## src/rtl/seq_div.sv

```systemverilog
// Sequential signed divider: unsigned restoring core plus a sign-fix cycle.
// Truncates toward zero like Verilog / and %, and flags a zero divisor.
module seq_div #(
  parameter int DIV_N_W = 8,
  parameter int DIV_D_W = 8
) (
  input  logic               clk,
  input  logic               rst_n,
  input  logic               in_valid_i,
  input  logic [DIV_N_W-1:0] in_dividend_i,
  input  logic [DIV_D_W-1:0] in_divisor_i,
  output logic               out_valid_o,
  output logic [DIV_N_W-1:0] quot_o,
  output logic [DIV_D_W-1:0] rem_o,
  output logic               div_by_zero_o
);

  localparam int CW = $clog2(DIV_N_W + 1);

  typedef enum logic [1:0] {IDLE, CALC, FIX, DONE} state_t;

  state_t             state;
  logic [DIV_D_W:0]   prem;
  logic [DIV_N_W-1:0] qsr;
  logic [DIV_D_W-1:0] dabs;
  logic [DIV_D_W-1:0] dvd_lo;
  logic               sign_n;
  logic               sign_d;
  logic               dz;
  logic [CW-1:0]      cnt;

  logic [DIV_N_W-1:0] n_abs;
  logic [DIV_D_W-1:0] d_abs;
  logic [DIV_D_W:0]   shifted;
  logic [DIV_D_W+1:0] diff;
  logic [DIV_N_W-1:0] q_fix;
  logic [DIV_D_W-1:0] r_fix;

  // The magnitude of the most negative value still fits as an unsigned number.
  assign n_abs   = in_dividend_i[DIV_N_W-1] ? -in_dividend_i : in_dividend_i;
  assign d_abs   = in_divisor_i[DIV_D_W-1]  ? -in_divisor_i  : in_divisor_i;
  assign shifted = {prem[DIV_D_W-1:0], qsr[DIV_N_W-1]};
  assign diff    = {1'b0, shifted} - {2'b00, dabs};
  assign q_fix   = (sign_n ^ sign_d) ? -qsr : qsr;
  assign r_fix   = sign_n ? -prem[DIV_D_W-1:0] : prem[DIV_D_W-1:0];

  always_ff @(posedge clk or negedge rst_n) begin
    if (!rst_n) begin
      state         <= IDLE;
      prem          <= '0;
      qsr           <= '0;
      dabs          <= '0;
      dvd_lo        <= '0;
      sign_n        <= 1'b0;
      sign_d        <= 1'b0;
      dz            <= 1'b0;
      cnt           <= '0;
      out_valid_o   <= 1'b0;
      quot_o        <= '0;
      rem_o         <= '0;
      div_by_zero_o <= 1'b0;
    end else if (in_valid_i) begin
      // A new start always wins, aborting whatever was in flight.
      state       <= CALC;
      prem        <= '0;
      qsr         <= n_abs;
      dabs        <= d_abs;
      dvd_lo      <= in_dividend_i[DIV_D_W-1:0];
      sign_n      <= in_dividend_i[DIV_N_W-1];
      sign_d      <= in_divisor_i[DIV_D_W-1];
      dz          <= (in_divisor_i == '0);
      cnt         <= CW'(DIV_N_W);
      out_valid_o <= 1'b0;
    end else begin
      case (state)
        CALC: begin
          if (cnt != '0) begin
            if (!diff[DIV_D_W+1]) begin
              prem <= diff[DIV_D_W:0];
              qsr  <= {qsr[DIV_N_W-2:0], 1'b1};
            end else begin
              prem <= shifted;
              qsr  <= {qsr[DIV_N_W-2:0], 1'b0};
            end
            cnt <= cnt - CW'(1);
          end else begin
            state <= FIX;
          end
        end
        FIX: begin
          // A zero divisor bypasses the core result with the defined constants.
          quot_o        <= dz ? '1 : q_fix;
          rem_o         <= dz ? dvd_lo : r_fix;
          div_by_zero_o <= dz;
          out_valid_o   <= 1'b1;
          state         <= DONE;
        end
        default: state <= state;
      endcase
    end
  end

endmodule
```

## config.mk

```make
export PLATFORM = sky130hd
export DESIGN_NAME = seq_div
export DESIGN_NICKNAME = d
export VERILOG_FILES = /design/src/rtl/seq_div.sv
export SDC_FILE = /design/constraint.sdc
export NUM_CORES = 1
export LEC_CHECK = 0
export ABC_AREA = 1
export CAP_MARGIN = 10
export CORE_AREA = 5 5 99 147
export DETAILED_ROUTE_END_ITERATION = 7
export DIE_AREA = 0 0 104 152
export GPL_TIMING_DRIVEN = 0
export PLACE_DENSITY_LB_ADDON = 0.2
export SETUP_SLACK_MARGIN = 0.5
export SYNTH_ARGS = -nofsm -noshare
export SYNTH_HDL_FRONTEND = slang
export SYNTH_SLANG_ARGS = --single-unit
```

## constraint.sdc

```tcl
create_clock -name clk -period 1.85 [get_ports clk]
set_input_delay 0.37 -clock clk [delete_from_list [all_inputs] [get_ports clk]]
set_output_delay 0.37 -clock clk [all_outputs]
set_load 0.01 [all_outputs]
```

# --- Word level (Yosys, flattened, before mapping) ---
# Index checks and enable logic that the tools add are counted.
totals:
  regBits: 59
  inputBits: 19
  out_inout_bits: 18
op_classes:
  addsub: 6
  eq_ne: 3
  muxes: 22
  bitwise: 2
  reduce_logical: 9
ops:
  columns: ["op", "count"]
  rows:
  - ["$mux 8", 13]
  - ["$neg 8->8", 4]
  - ["$mux 4", 3]
  - ["$sub 9x8->10", 1]
  - ["$logic_not 8->1", 1]
  - ["$reduce_and 2->1", 3]
  - ["$reduce_bool 2->1", 3]
  - ["$mux 2", 2]
  - ["$pmux 2 s2", 1]
  - ["$reduce_bool 4->1", 1]
  - ["$sub 4x1->4 const B", 1]
  - ["$mux 1", 3]
  - ["$ne 3x3->1 const B", 1]
  - ["$reduce_bool 3->1", 1]
  - ["$eq 2x1->1 const B", 1]
  - ["$eq 2x2->1 const B", 1]
  - ["$not 1->1", 1]
  - ["$xor 1x1->1", 1]

# --- Logic depth before layout (Yosys ltp) ---
# Gate-level depths: netlist of the first run.
logic_depth:
  word_depth: 5
  mapped_depth: 12
  ltp_nobuf: 12

# --- Least setup slack after synthesis of the first run ---
# Ideal clock, no wire load.
synth_timing:
  path_type: "reg2reg"
  from: "reg prem[2]"
  to: "reg prem[7]"
  setup_ns: 0.116
  t_arrival_ns: 1.481
  path_slack_ns: 0.253
  path_stages_with_launch: 12
  path_buffers: 0
  period_less_slack_ns: 1.597
  cell_sequence: "dfrtp_1 ha_1 nand2_2 inv_2 nand2_2 nand2_2 nand2_2 nand3_4 nand2_2 nand2_1 nand2_1 nand2_1"
synth_between:
  elab_chain_len: 5
synth_rtl:
  columns: ["element", "line", "source"]
  rows:
  - ["start: declaration", "23", "logic [DIV_D_W:0] prem;"]
  - ["start signal: assignment", "79", "prem <= diff[DIV_D_W:0];"]
  - ["start signal: assignment", "82", "prem <= shifted;"]
  - ["$sub 9x8->10", "43", "assign diff = {1'b0, shifted} - {2'b00, dabs};"]
  - ["$mux 8", "78", "if (!diff[DIV_D_W+1]) begin"]
  - ["$mux 8", "77", "if (cnt != '0) begin"]
  - ["$mux 8", "75", "case (state)"]
  - ["$mux 8", "62", "end else if (in_valid_i) begin"]
# No other way between the ends. The select of a mux whose other input is x is not followed.
# A chain may end at the register's enable or synchronous reset.

# --- Worst setup path in the final report of the first run ---
layout_timing:
  from: "reg dabs[0]"
  to: "reg prem[6]"
layout_between:
  elab_chain_len: 5
layout_rtl:
  columns: ["element", "line", "source"]
  rows:
  - ["start: declaration", "25", "logic [DIV_D_W-1:0] dabs;"]
  - ["start signal: assignment", "67", "dabs <= d_abs;"]
  - ["$sub 9x8->10", "43", null]
  - ["$mux 8", "78", null]
  - ["$mux 8", "77", null]
  - ["$mux 8", "75", null]
  - ["$mux 8", "62", null]
# No other way between the ends. The select of a mux whose other input is x is not followed.

==> results of run 1 <==
==> power groups by stage <==
| stage | Combinational, mW | Sequential (mW) | Clock (mW) |
|---|---|---|---|
| 6_report | 4.12 | 1.92 | 1.78 |
| 2_1_floorplan | 1.98 | 1.95 | 0 |
| 4_1_cts | 3.66 | 1.92 | 1.82 |
| 3_3_place_gp | 2.88 | 1.94 | 0 |
| 5_1_grt | 4.54 | 1.97 | 1.89 |
| 3_5_place_dp | 2.91 | 1.95 | 0 |
==> cell families (layout without fill, tap and decap cells) <==
kind of cell,count (synthesis),count (layout),synth area share (%)
simple gates,231,232,29.73
buf+inv,85,188,9.592
compound gates,74,74,12.02
flops,58,58,40.76
fa+ha+maj,15,15,5.481
xor+xnor,9,9,2.425
==> critical path, cell delays in order, from the launching register on <==
cell	delay, ps
dfrtp_1	410
ha_4	170
fa_2	360
inv_2	80
nand2_1	70
nand3_1	70
nand2_1	60
nand2_2	70
nand2_1	60
nand3_1	70
nand2_1	50
==> through the flow <==
| step | hold slack (ps) | power (mW) |
|---|---|---|
| after floorplan | 74.41 | 3.931 |
| after CTS | 30.99 | 7.403 |
| after global routing | 54.76 | 8.394 |
| after global placement | 455.5 | 4.825 |
| after detailed placement | 381.6 | 4.857 |
| final | 13.15 | 7.827 |
==> final cells by class <==
type / instances / area [um^2]
Fill cell: 1377 / 7826
Buffer: 12 / 81.33
Tap cell: 162 / 202.7
Multi-Input combinational cell: 330 / 2278
Clock inverter: 1 / 30.03
Clock buffer: 14 / 294.0
Inverter: 73 / 286.5
Timing Repair Buffer: 88 / 812.0
Sequential cell: 58 / 1461
==> repair_timing <==
action	CTS	global route
buffers inserted	39	11
gates resized for setup	117	73
pin swaps	33	27
setup endpoints to repair	50	40
cloned	3	0
==> cells in the final DEF (no fill, tap or decap), types with 3 or more instances in the layout <==
cell type and instances:
clkbuf_16 9, a21oi_2 5, nand3_1 32, o21a_1 3, o22ai_1 4, xor2_1 6, o21ai_1 12, nor2_2 3
o21ai_0 20, buf_12 3, clkdlybuf4s15_1 14, nand4_1 10, nand3_4 9, buf_6 15, nor2_1 14, dfrtp_1 50
a21oi_1 14, dlymetal6s2s_1 4, o211ai_1 7, nand2_2 12, inv_2 24, inv_1 44, buf_2 6, nand3_2 7
clkbuf_8 5, clkbuf_2 4, buf_4 40, nor2_4 9, inv_4 3, nand2_4 10, ha_4 12, clkdlybuf4s50_1 9
nor3_1 3, dlygate4sd2_1 3, dfrtp_2 8, nand2_1 114, o21ai_2 3
==> state kept, by name, indices dropped and copies added, names as in the netlist <==
register / count
dz: 1
qsr: 8
sign_d: 1
out_valid_o: 1
dvd_lo: 8
quot_o: 8
state: 2
cnt: 4
dabs: 8
div_by_zero_o: 1
rem_o: 8
prem: 8
==> per-layer routing <==
| metal | GRT usage, % | up-vias | wire length [um] |
|---|---|---|---|
| met5 | 0 | - | 0 |
| met4 | 5.617 | 0 | 291 |
| met3 | 2.334 | 20 | 281 |
| met2 | 26.19 | 60 | 6069 |
| met1 | 15.07 | 1655 | 4162 |
| li1 | - | 1741 | - |
==> worst max path at each step <==
stage	from	to	slack (ps)
detailed placement	in_dividend_i[1]	qsr[6]	-90
global route	dabs[0]	prem[6]	170
global placement	rst_n	prem[6]	-1790
CTS	prem[2]	prem[7]	270
floorplan	prem[5]	prem[7]	370
finish	dabs[0]	prem[6]	260
==> flow_metrics.env, run 1 <==
export IMPL_status="finished clean"
export IMPL_wl_per_cell_um=14.64
export IMPL_synth_area_leaders="dfrtp_1, nand2_1, inv_1"
export IMPL_gp_congestion=0.8750
export IMPL_clkSinkCount=58
export IMPL_synth_edf_count=0
export IMPL_path_clk_slew_ps=50
export IMPL_totalWireLength_um=10810
export IMPL_postSynth_asyncResetShare_pct=100.0
export IMPL_yosys_warnings=0
export IMPL_maxCapViolCount=0
export IMPL_areaGrowthSynthToFinish_pct=52.95
export IMPL_cts_root_buf="clkbuf_16"
export IMPL_power_density_mw_per_mm2=1437
export IMPL_io_buffer_count=35
export IMPL_finalCritPeriodShare_pct=85.97
export IMPL_drtIter0Drc=138
export IMPL_grt_pass1_wl_um=17710
export IMPL_drive_gt1_share_pct=35.24
export IMPL_syn_inst=472
export IMPL_rsz0062_at_grt="true"
export IMPL_antenna_cells=0
export IMPL_worstPathMaxFanout=2
export IMPL_required_ps=2070
export IMPL_grt_usage_pct=13.87
export IMPL_final_cell_count_no_fill=738
export IMPL_drc=0
export IMPL_rr_worst_depth=10
export IMPL_via_per_inst=4.710
export IMPL_synth_seq_cells=58
export IMPL_grt_pass1_vias=3576
export IMPL_tns_ps=0
export IMPL_clock_power_share_pct=22.8
export IMPL_ios=37
export IMPL_cts_tree="yes"
export IMPL_synth_area_leader_cell="dfrtp_1"
export IMPL_hold_viol=0
export IMPL_ir_drop_uv=733.9
export IMPL_grt_max_degree=39
export IMPL_clk_latency_ps=330
export IMPL_fin_crit_ps=1590
export IMPL_fin_util_pct=41.04
export IMPL_synthMostInstantiatedCell="nand2_1"
export IMPL_intPower_mw=4.808
export IMPL_synth_common_cells="nand2_1, inv_1, dfrtp_1, nand3_1, o21ai_0"
export IMPL_setup_violations=0
export IMPL_tightest_slew_ps=541.2
export IMPL_drtAntennaViolNets=0
export IMPL_seqPwrFrac_pct=24.5
export IMPL_placed_area_mm2=0.004253
export IMPL_die_w_um=104
export IMPL_synth_top_flop_cell="dfrtp_1"
export IMPL_p_sw_share_pct=38.58
export IMPL_leakage_nw=2.658
export IMPL_core_area_mm2=0.01327
export IMPL_initial_utilization_pct=26.83
export IMPL_place_ws_ps=-88.97
export IMPL_cts_buffers=9
export IMPL_dp_cells=670
export IMPL_cts_hold_buf=0
export IMPL_critPathCaptureType="register"
export IMPL_max_clock_freq_mhz=628.8
export IMPL_worst_setup_path_type="reg2reg"
export IMPL_htreeDepth=3
export IMPL_worstReg2RegStart="dabs[0]"
export IMPL_ys_types=36
export IMPL_fp_row_count=52
export IMPL_fin_worst_skew_ps=8.526
export IMPL_place_hpwl_um=7836
export IMPL_r2r_end="prem[6]"
export IMPL_syn_avg_cell_area_um2=7.544
export IMPL_p_sw_mw=3.019
export IMPL_ys_seq_area_share_pct=40.76
export IMPL_synth_fp_nets=506
export IMPL_combPwrFrac_pct=52.7
export IMPL_cts_max_path_buffers=2
export IMPL_antenna_found_initial=0
export IMPL_maxSlewHeadroom_pct=63.92
export IMPL_critical_path_arrival_ps=1810
export IMPL_num_vias=3476
export IMPL_dieArea_mm2=0.01581
export IMPL_ff2ff_setup_slack_ps=260
export IMPL_drt_first_pass_iters=6
export IMPL_die_h_um=152
export IMPL_setup_ws_ps=259.6
export IMPL_crit_path_start_kind="register"
export IMPL_finalInstanceArea_mm2=0.005446
export IMPL_slew_viol_final=0
export IMPL_netlist_area_mm2=0.003561
export IMPL_nNetsFinal=606
export IMPL_synth_top_area_share_pct=40.76
export IMPL_overflow=0
export IMPL_hold_path_class="in2async"
(Power assumes the default switching activity.)
==> run 2: changes to the inputs <==
- SKIP_CTS_REPAIR_TIMING: not set -> 1
==> run 2 against run 1 <==
  * Critical path depth shrank 1
  * Largest cell class unchanged
  * Count of clock-buffer cells in the layout is the same
  * Largest power group unchanged
  * Critical endpoint is now prem[2]
  * Worst setup slack lost 49 ps
  * Via count shrank 0.29%
  * Register-to-register slack lost 50 ps
==> flow_metrics.env, run 2 (synthesis gave the netlist of run 1 again) <==
export IMPL_grt_max_degree=39
export IMPL_critPathCaptureType="register"
export IMPL_grt_usage_pct=12.86
export IMPL_tightest_slew_ps=547.9
export IMPL_io_buffer_count=35
export IMPL_cts_root_buf="clkbuf_16"
export IMPL_layout_commonest_cell="nand2_1"
export IMPL_layout_common_cells="nand2_1, inv_1, dfrtp_1"
export IMPL_ios=37
export IMPL_overflow=0
export IMPL_cts_max_path_buffers=2
export IMPL_maxCapViolCount=0
export IMPL_htreeDepth=3
export IMPL_initial_utilization_pct=26.83
export IMPL_place_ws_ps=-88.97
export IMPL_drc=0
export IMPL_fin_crit_ps=1639
export IMPL_clk_latency_ps=330
export IMPL_maxSlewHeadroom_pct=63.47
export IMPL_ir_drop_uv=608.6
export IMPL_path_clk_slew_ps=50
export IMPL_fillCellCount=1372
export IMPL_critical_path_arrival_ps=1860
export IMPL_setup_ws_ps=210.7
export IMPL_fin_util_pct=41.57
export IMPL_drtAntennaViolNets=0
export IMPL_cts_buffers=9
export IMPL_drt_first_pass_iters=4
export IMPL_required_ps=2070
export IMPL_hold_path_class="in2async"
export IMPL_hold_viol=0
export IMPL_power_density_mw_per_mm2=1433
export IMPL_worst_setup_path_type="reg2reg"
export IMPL_dieArea_mm2=0.01581
export IMPL_grt_pass1_vias=3268
export IMPL_finalCritPeriodShare_pct=88.61
export IMPL_num_vias=3466
export IMPL_cpPeakStageDelay_ps=440
export IMPL_globalRouteMet1Util_pct=14.17
export IMPL_fin_worst_skew_ps=7.296
export IMPL_crit_chain="ha_4 -> nand2_4 -> nor2_4 -> nand3_4 -> nand3_4 -> buf_4 -> nand2_1 -> nand3_1 -> nand2_1"
export IMPL_cts_tree="yes"
export IMPL_via_per_inst=4.709
export IMPL_place_hpwl_um=7836
export IMPL_cpMaxStageDelayCell="dfrtp_2"
export IMPL_die_w_um=104
export IMPL_grt_use_met3_pct=2.292
export IMPL_slew_viol_final=0
export IMPL_rsz0062_at_grt="true"
export IMPL_multiInputGateArea_mm2=0.002280
export IMPL_setup_violations=0
export IMPL_use_met2_pct=23.84
export IMPL_drive_gt1_share_pct=32.93
export IMPL_grt_pass1_wl_um=16330
export IMPL_ff_latch_area_mm2=0.001461
export IMPL_worstPathMaxFanout=6
export IMPL_core_area_mm2=0.01327
export IMPL_areaGrowthSynthToFinish_pct=54.95
export IMPL_die_h_um=152
export IMPL_final_cell_count_no_fill=736
export IMPL_antenna_cells=0
export IMPL_status="finished clean"
export IMPL_totalWireLength_um=11020
export IMPL_nNetsFinal=604
export IMPL_gp_congestion=0.8750
export IMPL_max_clock_freq_mhz=610.0
export IMPL_leakage_nw=2.975
export IMPL_dp_cells=670
export IMPL_clkSinkCount=58
export IMPL_fp_row_count=52
export IMPL_crit_path_start_kind="register"
export IMPL_busiest_layer="met2"
export IMPL_drtIter0Drc=117
export IMPL_placed_area_mm2=0.004253
export IMPL_wl_per_cell_um=14.98
export IMPL_finalInstanceArea_mm2=0.005518
export IMPL_antenna_found_initial=0
-- run 2: cell count changes in the layout (fill, tap and decap cells not counted), sizes merged --
cell	delta
clkinv	-1
clkinvlp	+1
buf	-3
clkdlybuf4s15	-14
dlymetal6s2s	+21
dlygate4sd2	-3
clkbuf	-3
-- run 2: final timing paths --
kind | start | endpoint | slack, ps | cells after the start
max in group asynchronous | rst_n | prem[3] | 1230 | 2
setup reg to reg | prem[4] | prem[2] | 210 | 9
min in group clk | in_dividend_i[0] | dvd_lo[0] | 360 | 3
hold / removal | rst_n | rem_o[0] | 10 | 1
setup / recovery | prem[4] | prem[2] | 210 | 9
hold reg to reg | rem_o[2] | rem_o[2] | 470 | 2
-- run 2: where the power goes --
part	switching (mW)	internal (mW)	leakage [nW]	total (mW)
Clock	0.568	1.22	0.161	1.79
Sequential	0.268	1.65	0.730	1.92
Combinational	2.19	2.01	2.08	4.20
-- run 2: layout make-up --
| type | instances | area share, % |
|---|---|---|
| Clock inverter | 1 | 0.5442 |
| Buffer | 12 | 1.542 |
| Tap cell | 162 | 3.673 |
| Timing Repair Buffer | 86 | 15.87 |
| Multi-Input combinational cell | 330 | 41.32 |
| Clock buffer | 14 | 5.329 |
| Inverter | 73 | 5.238 |
| Sequential cell | 58 | 26.49 |
-- run 2: worst max-delay path: cells and delay by family, from the launching register on --
| kind | cells | cell delay, ps |
|---|---|---|
| buffers and inverters | 1 | 120 |
| adder cells (fa/ha/maj) | 1 | 310 |
| flip-flops | 1 | 440 |
| AND/OR/NAND/NOR | 7 | 640 |
-- run 2: routing by layer --
layer  part of all wire [%]  up-vias
li1                       -     1742
met1                     39     1667
met2                     57       42
met3                    2.1       15
met4                    1.9        0
met5                      0        -
-- run 2: metrics by stage --
stage | hold WS (ps) | power (mW) | setup TNS, ps
after global placement | 455.5 | 4.825 | -91180
after global routing | 54.04 | 8.451 | 0
final | 12.25 | 7.907 | 0
after CTS | 30.99 | 6.677 | 0
after detailed placement | 381.6 | 4.857 | -114.1
after floorplan | 74.41 | 3.931 | 0
